## src/rtl/fir_pkg.sv

```systemverilog
// fir_pkg: shared widths and rounding/saturation helpers for the fir_* output stages
package fir_pkg;
  localparam int D_BITS = 16;
  localparam int M_BITS = 16;
  function automatic logic signed [63:0] round_shr(input logic signed [63:0] v, input int shift);
    return (v + (64'sd1 <<< (shift - 1))) >>> shift;
  endfunction
  function automatic logic signed [63:0] clamp(input logic signed [63:0] v, input int o_bits);
    logic signed [63:0] hi, lo;
    hi = (64'sd1 <<< (o_bits - 1)) - 64'sd1;
    lo = -hi - 64'sd1;
    return v > hi ? hi : v < lo ? lo : v;
  endfunction
  function automatic logic signed [63:0] sat_round(input logic signed [63:0] value, input int shift, input int o_bits);
    return clamp(round_shr(value, shift), o_bits);
  endfunction
endpackage

```

## src/rtl/fifo_sync.sv

```systemverilog
// fifo_sync: DEPTH x WIDTH synchronous FIFO; push while full succeeds only alongside a pop
module fifo_sync #(
  parameter int DEPTH = 4,
  parameter int WIDTH = 16
) (
  input  logic             clk_i,
  input  logic             rst_i,
  input  logic             push_i,
  input  logic             pop_i,
  input  logic [WIDTH-1:0] din_i,
  output logic [WIDTH-1:0] dout_o,
  output logic             full_o,
  output logic             empty_o
);
  localparam int AW = $clog2(DEPTH);
  logic [WIDTH-1:0] mem [DEPTH];
  logic [AW-1:0] rd_ptr, wr_ptr;
  logic [AW:0] count;
  logic do_push, do_pop;
  assign empty_o = count == '0;
  assign full_o = count == (AW+1)'(DEPTH);
  assign do_pop = pop_i & ~empty_o;
  assign do_push = push_i & (~full_o | do_pop);
  // when empty, the slot just behind the read pointer still holds the last word shown
  assign dout_o = empty_o ? mem[rd_ptr - 1'b1] : mem[rd_ptr];
  always_ff @(posedge clk_i) begin
    if (rst_i) begin
      rd_ptr <= '0;
      wr_ptr <= '0;
      count <= '0;
      for (int i = 0; i < DEPTH; i++) mem[i] <= '0;
    end else begin
      if (do_push) begin
        mem[wr_ptr] <= din_i;
        wr_ptr <= wr_ptr + 1'b1;
      end
      if (do_pop) rd_ptr <= rd_ptr + 1'b1;
      count <= count + (AW+1)'(do_push) - (AW+1)'(do_pop);
    end
  end
endmodule

```

## src/rtl/fir_dec_quant.sv

```systemverilog
// fir_dec_quant: decimate the FIR result, round/saturate to O_BITS and buffer behind valid/ready
module fir_dec_quant #(
  parameter int D_BITS = fir_pkg::D_BITS,
  parameter int M_BITS = fir_pkg::M_BITS,
  parameter int DEC = 4,
  parameter int SHIFT = 16,
  parameter int O_BITS = 16,
  parameter int DEPTH = 4
) (
  input  logic                     clk_i,
  input  logic                     rst_i,
  input  logic                     clr_i,
  input  logic                     in_valid_i,
  input  logic [D_BITS+M_BITS-1:0] y_i,
  output logic                     out_valid_o,
  input  logic                     out_ready_i,
  output logic [O_BITS-1:0]        out_data_o,
  output logic                     sat_o,
  output logic                     ovf_o
);
  import fir_pkg::*;
  localparam int W = D_BITS + M_BITS;
  localparam int PW = DEC > 1 ? $clog2(DEC) : 1;
  localparam logic signed [W:0] HALF = (W+1)'(1) <<< (SHIFT - 1);
  logic [PW-1:0] phase;
  logic keep, s1_v, s2_v, sat_c, full, empty, pop, flush;
  logic signed [W:0] r_c, s1_r;
  logic signed [63:0] c_c;
  logic [O_BITS-1:0] s2_d;
  assign flush = rst_i | clr_i;
  assign keep = in_valid_i & (phase == '0);
  assign pop = out_valid_o & out_ready_i;
  assign out_valid_o = ~empty;
  // one extra bit of headroom keeps the rounding add from wrapping
  assign r_c = ($signed({y_i[W-1], y_i}) + HALF) >>> SHIFT;
  assign c_c = clamp(64'(s1_r), O_BITS);
  assign sat_c = c_c != 64'(s1_r);
  always_ff @(posedge clk_i) begin
    if (flush) begin
      phase <= '0;
      s1_v <= 1'b0;
      s1_r <= '0;
      s2_v <= 1'b0;
      s2_d <= '0;
      sat_o <= 1'b0;
      ovf_o <= 1'b0;
    end else begin
      if (in_valid_i) phase <= phase == PW'(DEC - 1) ? '0 : phase + 1'b1;
      s1_v <= keep;
      if (keep) s1_r <= r_c;
      s2_v <= s1_v;
      if (s1_v) s2_d <= c_c[O_BITS-1:0];
      if (s1_v & sat_c) sat_o <= 1'b1;
      if (s2_v & full & ~pop) ovf_o <= 1'b1;
    end
  end
  fifo_sync #(.DEPTH(DEPTH), .WIDTH(O_BITS)) u_fifo (
    .clk_i   (clk_i),
    .rst_i   (flush),
    .push_i  (s2_v),
    .pop_i   (out_ready_i),
    .din_i   (s2_d),
    .dout_o  (out_data_o),
    .full_o  (full),
    .empty_o (empty)
  );
endmodule
```

## config.mk

```make
export PLATFORM = sky130hd
export DESIGN_NAME = fir_dec_quant
export DESIGN_NICKNAME = d
export VERILOG_FILES = /design/src/rtl/fir_pkg.sv /design/src/rtl/fifo_sync.sv /design/src/rtl/fir_dec_quant.sv
export SDC_FILE = /design/constraint.sdc
export NUM_CORES = 1
export LEC_CHECK = 0
export BUFFER_PORTS_ARGS = -buffer_cell sky130_fd_sc_hd__buf_2
export CAP_MARGIN = 30
export CORE_MARGIN = 2
export CORE_UTILIZATION = 55
export DETAILED_ROUTE_END_ITERATION = 10
export HOLD_SLACK_MARGIN = 0.15
export PLACE_DENSITY = 0.81
export SYNTH_ARGS = -nofsm -noshare
export SYNTH_HDL_FRONTEND = slang
export SYNTH_SLANG_ARGS = --single-unit
export TNS_END_PERCENT = 30
```

## constraint.sdc

```tcl
create_clock -name clk_i -period 3.05 [get_ports clk_i]
set_input_delay 0.1525 -clock clk_i [delete_from_list [all_inputs] [get_ports clk_i]]
set_output_delay 0.1525 -clock clk_i [all_outputs]
set_load 0.005 [all_outputs]
```

* After elaboration in Yosys (flattened, before gate mapping)
Memory sizes are Yosys's and may differ from the RTL's. A register that Yosys moved wholly into a read port is not among the register bits. Cells that the tools add are included.
Cells by class: $add $sub $neg 7, order comparisons 2, equal/unequal tests 3, muxes and demuxes 14, bitwise operators 11, reduce and logical (&&, ||, !) cells 3
Operators by type and width (count):
- $mux 64 | 2
- $ne 64x17->1 | 1
- $add 32x17->33 const B | 1
- $mux 16 | 2
- $gt 17x16->1 const B | 1
- $lt 17x16->1 const B | 1
- $reduce_or 16->1 | 1
- $mux 2 | 4
- $add 2x1->2 const B | 3
- $and 1x1->1 | 6
- $mux 1 | 6
- $add 3x1->3 | 1
- $eq 3x3->1 const B | 1
- $logic_not 3->1 | 1
- $not 1->1 | 3
- $sub 3x1->3 | 1
- $eq 2x2->1 const B | 1
- $logic_not 2->1 | 1
- $or 1x1->1 | 2
- $sub 2x1->2 const B | 1
Storage, ports and cells: register bits after elaboration 46, memory bits (writable) 64, bits of input ports 37, output and inout port bits 19, word-level logic and storage cells 51, memories kept 1
Memories:
- u_fifo.mem | depth 4, width 16, read ports 2, clocked after memory_dff 1, wr ports 4, line fifo_sync.sv:16 | logic [WIDTH-1:0] mem [DEPTH];

* Longest topological paths before layout
depth after elaboration 10, gate-level depth with buffers 11, gate-level depth less buffers 11

* Modules after synthesis
A second synthesis with hierarchy kept.
Second synthesis, totals: cell total of the unflattened synthesis 460, area total of the unflattened synthesis 5665.4 µm²
By module, submodules not included:
- fifo_sync | times used 1, cells an instance 243, area each 3866.2 µm², sequential area each 2102.0 µm²
- fir_dec_quant | times used 1, cells an instance 217, area each 1799.2 µm², sequential area each 780.7 µm²

* Worst setup path before layout
Ideal clock, no wire load.
kind flip-flop to flip-flop, from register u_fifo.count[1], to register u_fifo.count[2], setup time 0.128 ns, data arrival time 2.225 ns, required time 2.922 ns, slack 0.697 ns, stages on the path, launching flop included 12, path buffers 0, period minus slack after synthesis 2.353 ns, cell sequence dfxtp_1 > nor3_2 > inv_2 > and2_1 > ha_1 > inv_1 > ha_1 > inv_1 > fa_1 > xor2_1 > xnor2_1 > nor2_1
Between the ends: cells in the longest elaborated chain, start to end 7, elaborated cells between the ends (all ways) 9, classes of those cells add/sub (2); eq/ne (1); bitwise (5); reduce/logical (1)
Ends and longest elaborated chain:
- start, declared | line fifo_sync.sv:18 | logic [AW:0] count;
- start signal, assigned | line fifo_sync.sv:38 | count <= count + (AW+1)'(do_push) - (AW+1)'(do_pop);
- $logic_not 3->1 (*) | line fifo_sync.sv:20 | assign empty_o = count == '0;
- $not 1->1 (*)
- $and 1x1->1 (*)
- net pop | line fir_dec_quant.sv:26 | logic keep, s1_v, s2_v, sat_c, full, empty, pop, flush;
- $or 1x1->1 | line fifo_sync.sv:23 | assign do_push = push_i & (~full_o | do_pop);
- $and 1x1->1 | line fifo_sync.sv:23
- $add 3x1->3 | line fifo_sync.sv:38
- $sub 3x1->3 (*) | line fifo_sync.sv:38
The timed path passes the listed nets; every way through them passes the cells marked *. A chain may end at the register's enable or synchronous reset.

* Worst setup path in the final report
Same ends and word-level chain as after synthesis.

==> results.txt <==
The cell with the largest stage delay on the worst path is sky130_fd_sc_hd__dfxtp_1. Measured in cells, the most critical reg-to-reg path has a length of 11. The wire length of the first global-routing pass came out at 17.8 mm. The post-route clock skew came out at 0.00836 ns. The mean post-synth cell area came out at 11.0 sq um. The internal reg-to-reg setup slack is 0.59 ns. At the end of routability-driven placement, the weighted congestion stood at 0.827. The critical path ends at u_fifo.count[2]. The number of antenna diodes came out at 0. The maximum count of clock buffers along a single path is 2. The synthesis-to-finish area growth is 12.5%. Dividing the detail-routed wire length by the instance count gives 15.7 microns. The synthesized design spends more area on one cell type than any other, namely sky130_fd_sc_hd__edfxtp_1.

STA classifies the critical path endpoint as a register. For this run, design rule violations remaining after detail routing come to 0. In this run the vertical extent of the chip is 104 microns.

The leading cell type in the layout, fill and taps excluded is sky130_fd_sc_hd__nand2_1. The total I/O pin count is 56. The layout cell share with drive strength beyond 1 came out at 21.4%. In this run the worst setup path begins at u_fifo.count[1].

The number of nets still failing antenna checks after routing is 0. Counting flops and latches in the post-synthesis netlist gives 112. The classification of the worst-slack hold path is primary input to register. In this run the critical register-to-register path is launched from u_fifo.count[1]. The clock period minus worst slack is 2.46 ns. The number of port buffers came out at 40.

The summed negative setup slack over all endpoints came out at 0 ns. The measured slew at the worst slew-check pin is 0.879 ns. The flow ran to the end, and the final reports show no timing, DRC or antenna violations. The fmax is 0.406 GHz. Leaving out fill and tap cells, the most frequent cells in the layout are sky130_fd_sc_hd__nand2_1, sky130_fd_sc_hd__nor2_1, sky130_fd_sc_hd__edfxtp_1, sky130_fd_sc_hd__dfxtp_1, sky130_fd_sc_hd__buf_2.

The cell row count is 36. In the synthesized netlist the dominant register cell turns out to be sky130_fd_sc_hd__edfxtp_1. The final worst-path cycle share came out at 80.7%.

During synthesis, Yosys emitted a total of 0 warnings. The signal on the critical path passes through nor3_2 > inv_2 > and2_1 > ha_1 > inv_1 > ha_1 > inv_1 > fa_1 > xor2_1 > xnor2_1 > nor2_1. The arrival time of the worst setup path is 2.71 ns.

In this run the horizontal extent of the chip is 104 microns. The sequential share of the synthesized area is 52.7%. The leakage component of the power came out at 2.28 nW. The overall routing resource usage is 20.6%.

The summed instance area of the synthesized netlist came out at 5470 sq um. The synthesized design contains 64 enable-type register cells. The largest single stage delay on the critical path is 0.38 ns. The total power consumption of the routed design is 2.89 mW. The kind of critical path is register to register. The clock reaches the later pin of the worst-skew pair after 0.36 ns. The final net count is 585. The number of clock sinks is 112. Setup repair after global routing left no endpoint under its margin. After floorplanning, the core was sized to cover 9730 sq um. The HPWL after detailed placement is 7.35 mm. The share of flip-flops with an asynchronous set or reset after synthesis came out at 0%. The count of endpoints failing setup in the final report came out at 0.

Of all nets on the critical path, the largest fanout is 19. CTS placed an instance of sky130_fd_sc_hd__clkbuf_8 at the clock tree root. The number of buffers added by the clock tree synthesis step is 9. The post-detailed-placement cell area is 5780 sq um. The peak ir drop on the vdd network came out at 0.000245 V.

Summing all non-filler instances in the final layout gives an area of 6150 sq um. The relative slew slack is 41.4%. Broken down by cell family, the worst path's largest delay share belongs to adder cells.

For this block, the routed nets add up to 10.7 mm of wire. The buffer count from post-CTS setup fixing is 0. The count of TritonRoute iterations in the first routing pass came out at 5. The effective utilization at floorplan came out at 56.2%.

The unique cell type count in the Yosys netlist is 41. TritonCTS built the clock tree. The net count of the mapped netlist is 538. The floorplan die area came out at 10800 sq um. The ratio of total power to cell area is 470 nW/um^2. The terminus of the critical flop-to-flop path is u_fifo.count[2].

Ranked by total cell area, the synthesized netlist is headed by sky130_fd_sc_hd__edfxtp_1, sky130_fd_sc_hd__dfxtp_1, sky130_fd_sc_hd__mux4_2. The critical path buffer and inverter count came out at 3. The overall via count from detail_route came out at 3756. The max-slew violation count is 0. After the first detailed-routing iteration, the DRC count stood at 254. The via count of the first global-routing pass came out at 3798. The number of cells on the critical path came out at 11.

Entering global routing, the biggest net connects 37 pins. The top-area cell type share of the netlist area came out at 35.2%. The final-report hold violation count was 0. The total of max-cap violations is 0.

CTS built an H-tree with a depth of 3. The number of standard cells after synthesis came out at 495. The kind of start point of the critical path is a register.

After clock tree synthesis, the clock-pin slew on the worst setup and hold paths is 0.10 ns. Dividing the detail-routed via count by the number of cells gives 5.52. The critical path data required time came out at 3.30 ns.

The total global routing overflow is 0. The initial antenna violation count is 0.
==> metal layers <==
layer  up-vias  part of all wire (%)  track usage (%)
li1       1846                     -                -
met1      1781                    41             25.3
met2       115                    52             37.2
met3        14                   5.7             3.46
met4         0                   1.4             6.47
met5         -                     0                0
==> worst reg2reg max path, cell delays in order, from the launching register on <==
cell and delay, ns:
sky130_fd_sc_hd__dfxtp_1 0.38, sky130_fd_sc_hd__nor3_2 0.23, sky130_fd_sc_hd__inv_2 0.20, sky130_fd_sc_hd__and2_1 0.25, sky130_fd_sc_hd__ha_1 0.29, sky130_fd_sc_hd__inv_1 0.05
sky130_fd_sc_hd__ha_1 0.13, sky130_fd_sc_hd__inv_1 0.05, sky130_fd_sc_hd__fa_1 0.37, sky130_fd_sc_hd__xor2_1 0.19, sky130_fd_sc_hd__xnor2_1 0.15, sky130_fd_sc_hd__nor2_1 0.06
==> per-stage QoR <==
step	setup WS [ns]	hold WS [ns]	cells	utilization, %
after global placement	0.684	0.412	650	59.3
final	0.587	0.167	680	63.2
after global routing	0.363	0.178	680	63.2
after floorplan	0.697	0.298	495	-
after CTS	0.574	0.159	680	63.2
after detailed placement	0.586	0.424	651	59.4
==> logic make-up (layout without fill, tap and decap cells) <==
family / count (synthesis) / count (layout) / synth area share (%)
adder cells (fa/ha/maj): 6 / 6 / 1.51
AO/OA/AOI/OAI: 64 / 64 / 6.30
multiplexers: 35 / 35 / 13.7
AND/OR/NAND/NOR: 218 / 218 / 19.3
buffers and inverters: 43 / 95 / 3.73
flip-flops: 112 / 112 / 52.7
XOR/XNOR: 17 / 17 / 2.72
==> area by class of cell <==
class	instances	area (sq um)
clock buffer	11	153
clock inverter	5	85.1
fill	776	3580
inverter	13	48.8
multi-input combinational	340	2380
sequential	112	2880
tap	133	166
timing repair buffer	66	432
==> registers in the layout, summed over array words and instances, names as in the netlist, named ones only <==
name,flops
u_fifo.mem,64
s1_r,17
s2_d,16
u_fifo.count,3
phase,2
u_fifo.rd_ptr,2
u_fifo.wr_ptr,2
ovf_o,1
s1_v,1
s2_v,1
sat_o,1
==> worst min-delay path by stage <==
stage                      startpoint        to  slack [ns]  cells past startpoint
after floorplan               y_i[31]  s1_r[16]        0.30                      1
after global placement        y_i[31]  s1_r[16]        0.41                      2
after detailed placement      y_i[31]  s1_r[16]        0.42                      2
after CTS                     y_i[21]   s1_r[5]        0.16                      3
after global routing          y_i[18]   s1_r[2]        0.18                      3
final                     out_ready_i     ovf_o        0.17                      4
==> report_power, final <==
group	internal [mW]	switching, mW	leakage (nW)	total, mW
registers	1.64	0.0315	1.10	1.67
clock network	0.518	0.487	0.115	1.00
logic	0.0959	0.116	1.06	0.212
total	2.26	0.634	2.28	2.89
==> what timing repair did <==
item,in CTS,in global routing
endpoints found under the setup margin,0,0
hold buffers,13,0
hold endpoints to repair,15,0
resized for setup,0,0
==> cell usage after synthesis, types with 3 or more instances <==
| cell type | number |
|---|---|
| sky130_fd_sc_hd__nor2_4 | 9 |
| sky130_fd_sc_hd__o21ai_0 | 29 |
| sky130_fd_sc_hd__xnor2_1 | 11 |
| sky130_fd_sc_hd__nand3_1 | 11 |
| sky130_fd_sc_hd__dfxtp_1 | 48 |
| sky130_fd_sc_hd__a211oi_1 | 7 |
| sky130_fd_sc_hd__nand4_1 | 5 |
| sky130_fd_sc_hd__nand2_1 | 76 |
| sky130_fd_sc_hd__nor2_1 | 72 |
| sky130_fd_sc_hd__edfxtp_1 | 64 |
| sky130_fd_sc_hd__mux4_2 | 32 |
| sky130_fd_sc_hd__ha_1 | 5 |
| sky130_fd_sc_hd__xor2_1 | 6 |
| sky130_fd_sc_hd__clkbuf_1 | 17 |
| sky130_fd_sc_hd__and2_1 | 19 |
| sky130_fd_sc_hd__inv_1 | 12 |
| sky130_fd_sc_hd__buf_2 | 5 |
| sky130_fd_sc_hd__nand2b_1 | 4 |
| sky130_fd_sc_hd__nor3_1 | 9 |
| sky130_fd_sc_hd__mux2i_1 | 3 |
| sky130_fd_sc_hd__a21oi_1 | 25 |
| sky130_fd_sc_hd__buf_1 | 3 |
Power figures use the tool's default switching activity.
